**src/rtl/wptr_sync_r2.sv**
```systemverilog
// wptr_sync_r2
// Read-domain write-pointer synchronizer and level tracker for the async FIFO.
// Carries the Gray write pointer into clk_r through a flop chain, converts the
// synchronized value to binary and derives the read-side fill level and an
// almost-empty flag against the read stage's binary pointer.
//
// Parameters:
//   depth        FIFO depth (power of two, >= 4); pointers are AW+1 bits
//   sync_stages  number of synchronizer flops (2..4)
//   ae_thresh    almost-empty threshold in words (0..depth)
//
// Ports:
//   clk_r           in   read clock
//   rst_r           in   asynchronous active-low reset
//   wptr_gray_w     in   Gray write pointer, registered in the write domain
//   rptr            in   binary read pointer from the read-pointer/empty stage
//   wptr_bin_sync   out  synchronized binary write pointer (registered)
//   wptr_gray_sync  out  last synchronizer stage, Gray (registered)
//   rd_level        out  words available to read, 0..depth
//   almost_empty    out  rd_level <= ae_thresh
//   sync_err        out  sticky integrity error
//
// Optional feature: define WPTR_SYNC_CHECK_EN to enable the integrity checker
// (multi-bit Gray step or impossible fill level). Without it sync_err is 0.
module wptr_sync_r2 #(
  parameter int depth       = 1024,
  parameter int sync_stages = 2,
  parameter int ae_thresh   = 4,
  localparam int AW         = $clog2(depth)
) (
  input  logic        clk_r,
  input  logic        rst_r,
  input  logic [AW:0] wptr_gray_w,
  input  logic [AW:0] rptr,
  output logic [AW:0] wptr_bin_sync,
  output logic [AW:0] wptr_gray_sync,
  output logic [AW:0] rd_level,
  output logic        almost_empty,
  output logic        sync_err
);

  // depth and ae_thresh both fit in AW+1 bits since ae_thresh <= depth = 2^AW
  localparam logic [AW:0] DEPTH_V = (AW+1)'(depth);
  localparam logic [AW:0] AE_V    = (AW+1)'(ae_thresh);

  // ---------------------------------------------------------------------------
  // Synchronizer chain: only the Gray value crosses into clk_r
  // ---------------------------------------------------------------------------
  logic [AW:0] s_reg [sync_stages];

  always_ff @(posedge clk_r or negedge rst_r) begin
    if (!rst_r) begin
      s_reg[0] <= '0;
    end else begin
      s_reg[0] <= wptr_gray_w;
    end
  end

  generate
    for (genvar gi = 1; gi < sync_stages; gi++) begin : g_sync
      always_ff @(posedge clk_r or negedge rst_r) begin
        if (!rst_r) begin
          s_reg[gi] <= '0;
        end else begin
          s_reg[gi] <= s_reg[gi-1];
        end
      end
    end
  endgenerate

  assign wptr_gray_sync = s_reg[sync_stages-1];

  // ---------------------------------------------------------------------------
  // Gray to binary: b[i] is the XOR of all Gray bits from the MSB down to i.
  // Written as a reduction per bit so there is no bit-to-bit chain on one net.
  // ---------------------------------------------------------------------------
  logic [AW:0] bin_next;

  generate
    for (genvar gi = 0; gi <= AW; gi++) begin : g_g2b
      assign bin_next[gi] = ^wptr_gray_sync[AW:gi];
    end
  endgenerate

  always_ff @(posedge clk_r or negedge rst_r) begin
    if (!rst_r) begin
      wptr_bin_sync <= '0;
    end else begin
      wptr_bin_sync <= bin_next;
    end
  end

  // ---------------------------------------------------------------------------
  // Level and almost-empty: modulo 2^(AW+1) subtraction handles pointer wrap;
  // differing MSBs with equal low bits naturally yields depth.
  // ---------------------------------------------------------------------------
  assign rd_level     = wptr_bin_sync - rptr;
  assign almost_empty = (rd_level <= AE_V);

  // ---------------------------------------------------------------------------
  // Optional integrity checker
  // ---------------------------------------------------------------------------
`ifdef WPTR_SYNC_CHECK_EN
  logic [AW:0] g_prev_reg;
  logic        armed_reg;     // g_prev_reg holds a sampled value, not reset
  logic        sync_err_reg;
  logic        multi_bit;
  logic        level_bad;

  assign multi_bit = armed_reg && ($countones(wptr_gray_sync ^ g_prev_reg) > 1);
  assign level_bad = (rd_level > DEPTH_V);

  always_ff @(posedge clk_r or negedge rst_r) begin
    if (!rst_r) begin
      g_prev_reg   <= '0;
      armed_reg    <= 1'b0;
      sync_err_reg <= 1'b0;
    end else begin
      g_prev_reg   <= wptr_gray_sync;
      armed_reg    <= 1'b1;
      sync_err_reg <= sync_err_reg | multi_bit | level_bad;
    end
  end

  assign sync_err = sync_err_reg;
`else
  assign sync_err = 1'b0;
`endif

endmodule

```
**config.mk**
```make
export PLATFORM = sky130hd
export DESIGN_NAME = wptr_sync_r2
export DESIGN_NICKNAME = d
export VERILOG_FILES = /design/src/rtl/wptr_sync_r2.sv
export SDC_FILE = /design/constraint.sdc
export NUM_CORES = 1
export LEC_CHECK = 0
export ABC_CLOCK_PERIOD_IN_PS = 4200
export BUFFER_PORTS_ARGS = -buffer_cell sky130_fd_sc_hd__buf_2
export CAP_MARGIN = 20
export CORE_MARGIN = 10
export CORE_UTILIZATION = 44
export DETAILED_ROUTE_END_ITERATION = 7
export PLACE_DENSITY_LB_ADDON = 0.15
export SETUP_SLACK_MARGIN = 0.02
export SYNTH_ARGS = -nofsm -noshare
export SYNTH_HDL_FRONTEND = slang
export SYNTH_SLANG_ARGS = --single-unit
```
**constraint.sdc**
```tcl
create_clock -name clk_r -period 4.2 [get_ports clk_r]
set_input_delay 0.84 -clock clk_r [delete_from_list [all_inputs] [get_ports clk_r]]
set_output_delay 0.84 -clock clk_r [all_outputs]
set_load 0.005 [all_outputs]
```
[Word-level counts from Yosys, hierarchy flattened]
Cells that the tools add are included.
Widths: inputs -> output; s select.
Word-level totals
  bits in registers: 33
  output and inout bits: 35
  word-level logic and storage cells: 15
Operators by class
  $add $sub $neg: 1
  order comparisons: 1
  reduce and logical (&&, ||, !) cells: 10
Operators by type and width (count)
  $le 11x3->1 const B: 1
  $reduce_xor 11->1: 1
  $sub 11x11->11: 1
  $reduce_xor 10->1: 1
  $reduce_xor 9->1: 1
  $reduce_xor 8->1: 1
  $reduce_xor 7->1: 1
  $reduce_xor 6->1: 1
  $reduce_xor 5->1: 1
  $reduce_xor 4->1: 1
  $reduce_xor 3->1: 1
  $reduce_xor 2->1: 1

[Logic depth before layout (Yosys ltp)]
  word-level depth: 2
  depth in mapped cells: 10
  mapped depth without buffers: 10

[Least setup slack after synthesis]
OpenSTA, ideal clock, no wires.
  path kind: input to output
  from: input rptr[0]
  to: output almost_empty
  arrival time: 2.767 ns
  setup slack: 0.593 ns
  cell stages on the path: 9
  path buffers: 0
  cells stage by stage: ha_1 -> fa_1 -> nor2b_1 -> o21ai_0 -> a21boi_0 -> o221ai_1 -> nand2_1 -> o311ai_0 -> nor4_1
On the way
  word-level cells in the longest chain between the ends: 2
Ends and longest elaborated chain
  from (decl): line 34  | input logic [AW:0] rptr,
  $sub 11x11->11: line 97  | assign rd_level = wptr_bin_sync - rptr;
  named net rd_level[10]: line 37  | output logic [AW:0] rd_level,
  $le 11x3->1: line 98  | assign almost_empty = (rd_level <= AE_V);
  to (decl): line 38  | output logic almost_empty,
The timed path passes the listed nets, and every way through them passes these cells.

[Worst setup path after layout]
  from: input rptr[1]
  to: output almost_empty
On the way
  word-level cells in the longest chain between the ends: 2
Ends and longest elaborated chain (line)
  $sub 11x11->11: 97
  $le 11x3->1: 98
Every way passes these cells.

==> flow_summary_export.csv <==
group,metric,value,unit
run_status,status,"finished, final reports clean",
worst_setup_path,cp_slowest_cell,"o31ai_1",
worst_setup_path,critical_path_required,3.36,ns
drt,routed_wl,3150,microns
die,die_h,80.9,microns
synthesis,ys_seq_elements,33,
sta,finalSetupTns,0,ns
finish,syn_to_final_growth,22.1,%
worst_setup_path,crit_chain,"buf_2 -> inv_1 -> ha_1 -> nor2b_1 -> o21ai_0 -> a21boi_0 -> o31ai_1 -> a21oi_1 -> xor2_1 -> nor4_1 -> buf_2",
drt,antenna_left,0,
sta,finalWorstSetupSlack,0.297,ns
hold_path,hold_class,"reg2reg",
sta,layout_worst_path_cycle_share,92.9,%
worst_setup_path,path_buf_inv,3,
synthesis,yosysMostFrequentCell,"dfrtp_1",
clock_network,clock_latency,0.28,ns
finish,final_util,54.8,%
drt,drt_drc_violations_left,0,
clock_network,htree_levels,2,
placed_design,dp_hpwl,2690,microns
drt,wire_per_inst,13.1,microns
worst_setup_path,r2r_cells,7,
placed_design,port_buffers,57,
sta,worst_pin_slew,0.677,ns
worst_setup_path,worst-path-stages,11,
worst_setup_path,critical-path-top-delay-family,"compound AO/OA/AOI/OAI gates",
drt,vias_per_cell,4.70,
sta,slew_headroom,54.9,%
finish,fin_nets,226,
placed_design,gp_congestion,0.808,
synthesis,synthTopCellsByCount,"dfrtp_1 (33), inv_1 (19), buf_4 (12)",
die,die_w,80.9,microns
global_routing,grtUsageTotal,10.3,%
clock_network,ctsHoldBuffers,0,
sta,min_period,3.90,ns
worst_setup_path,max_stage_delay,0.43,ns
sta,setup_viol,0,
finish,diodes,0,
clock_network,post_cts_buffers,0,
drt,firstDrtPassIters,4,
clock_network,clock_path_buffers,2,
die,num_rows,22,
worst_setup_path,cp.arrival,3.06,ns
clock_network,root_buffer,"clkbuf_8",
synthesis,yosysSeqAreaShare,50.6,%
synthesis,synth_ff_type,"dfrtp_1",
sta,rsz0062_at_grt,"no",
global_routing,grt_antenna_before_repair,0,
power_and_ir_drop,p_per_area,553,mW/mm^2
worst_setup_path,cp-start-kind,"input port",
sta,hold_viol_final,0,
power_and_ir_drop,combPwrFrac,42.2,%
power_and_ir_drop,leakagePower,1.05,nW
job,max_cap_viol_count,0,
power_and_ir_drop,clkPwrFrac,22.7,%
clock_network,cts_buffers,5,
synthesis,synth_cells,139,
die,core-area,0.00363,sq mm
sta,clock_skew,0.00686,ns
drt,drtIter0Drc,27,
global_routing,grt_start_max_net_pins,34,
placed_design,post-place-ws,0.0936,ns
die,ioPinCount,59,
power_and_ir_drop,power.switching,0.000370,W
synthesis,synth_area,0.00163,sq mm
global_routing,grt_first_pass_wirelength,5260,microns
clock_network,cts.repair.resized,0,
global_routing,grt_pass1_vias,1192,
clock_network,clkSinkCount,33,
power_and_ir_drop,ir_drop,0.315,mV
worst_setup_path,critical_path_class,"in2out",
global_routing,grt-ovfl-total,0,
worst_setup_path,cp_max_fo,5,
power_and_ir_drop,swShare,33.5,%
synthesis,ys_top_cells_by_area,"dfrtp_1 (51%), ha_1 (7.7%), buf_4 (5.5%), inv_1 (4.4%), xor3_2 (3.1%)",
worst_setup_path,crit_path_end_kind,"primary output",
worst_setup_path,crit_path_frequent_cell,"buf_2",
sta,drv_slew,0,
drt,vias,1127,
power_and_ir_drop,p_seq_share,35.1,%
finish,final_layout_size_suffix_gt1_share,38.0,%
synthesis,syn_nets,174,
synthesis,synth.distinct_cells,34,
clock_network,clk_pin_slew,0.06,ns
die,initial_utilization,44.9,%
synthesis,yosysTopAreaCellShare,50.6,%
synthesis,synth_warnings,0,
synthesis,synth.avg_cell_area,11.7,sq um
power_and_ir_drop,p_int,0.000732,W
finish,fill_cells,341,
synthesis,async_flop_share,100,%
sta,max_freq,0.256,GHz
synthesis,synth-edff-count,0,
synthesis,synth_top_cell_by_area,"dfrtp_1",
die,fp.dieArea,0.00654,sq mm
clock_network,cts_tree,"yes",
hold_path,hold_depth,0,
final timing paths:
kind,from,endpoint,slack (ns)
worst max register to register,wptr_gray_sync[10],wptr_bin_sync[0],2.03
worst min-delay path,s_reg[16],wptr_gray_sync[5],0.34
worst min register to register,s_reg[16],wptr_gray_sync[5],0.34
max in group asynchronous,rst_r,wptr_bin_sync[5],3.17
worst max-delay path,rptr[1],almost_empty,0.30
min in group asynchronous,rst_r,s_reg[21],0.59
placed cells by master, fill, tap and decap left out, types with 3 or more instances in the layout:
cell      Yosys  final
o21ai_0       3      3
clkbuf_8      0      7
and3_1        3      3
xnor2_2       3      3
nor2_1        7      7
o221ai_1      3      3
xor2_1        5      5
ha_1         10     10
xnor2_1       4      4
dfrtp_1      33     33
a21oi_1       5      5
buf_2         0     57
inv_1        19     19
a21o_1        3      3
cell type report:
class,count,area [sq um],area share [%]
Sequential cell,33,826,41.5
Multi-Input combinational cell,75,648,32.5
Timing Repair Buffer,57,285,14.3
Clock buffer,7,96.3,4.84
Inverter,19,71.3,3.58
Tap cell,48,60.1,3.02
Clock inverter,1,5.00,0.251
worst reg2reg max path, delay by kind of cell, from the launching register on:
| family | cells | cell delay, ns |
|---|---|---|
| xor+xnor | 7 | 1.67 |
| flops | 1 | 0.39 |
layer usage:
layer	vias to the layer above	routed length, microns	global-route usage [%]
met4	0	59	5.19
met5	-	0	0
met2	35	1600	17.8
met3	6	323	4.75
met1	526	1170	10.1
li1	560	-	-
cell families after synthesis:
| logic type | count (synthesis) | share of synthesized area, % |
|---|---|---|
| DFF | 33 | 50.6 |
| buffers and inverters | 31 | 9.89 |
| AOI/OAI and AO/OA | 25 | 10.9 |
| and+or+nand+nor | 23 | 7.59 |
| xor gates and xnor gates | 15 | 11.9 |
| adders and majority gates | 11 | 8.90 |
| other | 1 | 0.230 |
power groups by stage:
stage / Sequential, W / Clock [W] / Combinational, W
floorplan: 0.000393 / 0 / 0.000288
global placement: 0.000391 / 0 / 0.000452
detailed placement: 0.000393 / 0 / 0.000470
CTS: 0.000388 / 0.000260 / 0.000471
global route: 0.000391 / 0.000278 / 0.000535
finish: 0.000386 / 0.000250 / 0.000465
stage by stage:
step                hold slack [ns]  cell area, sq um  power (W)  cells
floorplan                     0.331              1630   0.000681    139
global placement              0.332              1890   0.000842    232
detailed placement            0.335              1890   0.000864    232
CTS                           0.341              1990    0.00112    240
global route                  0.345              1990    0.00120    240
finish                        0.341              1990    0.00110    240
(Power assumes the default switching activity.)
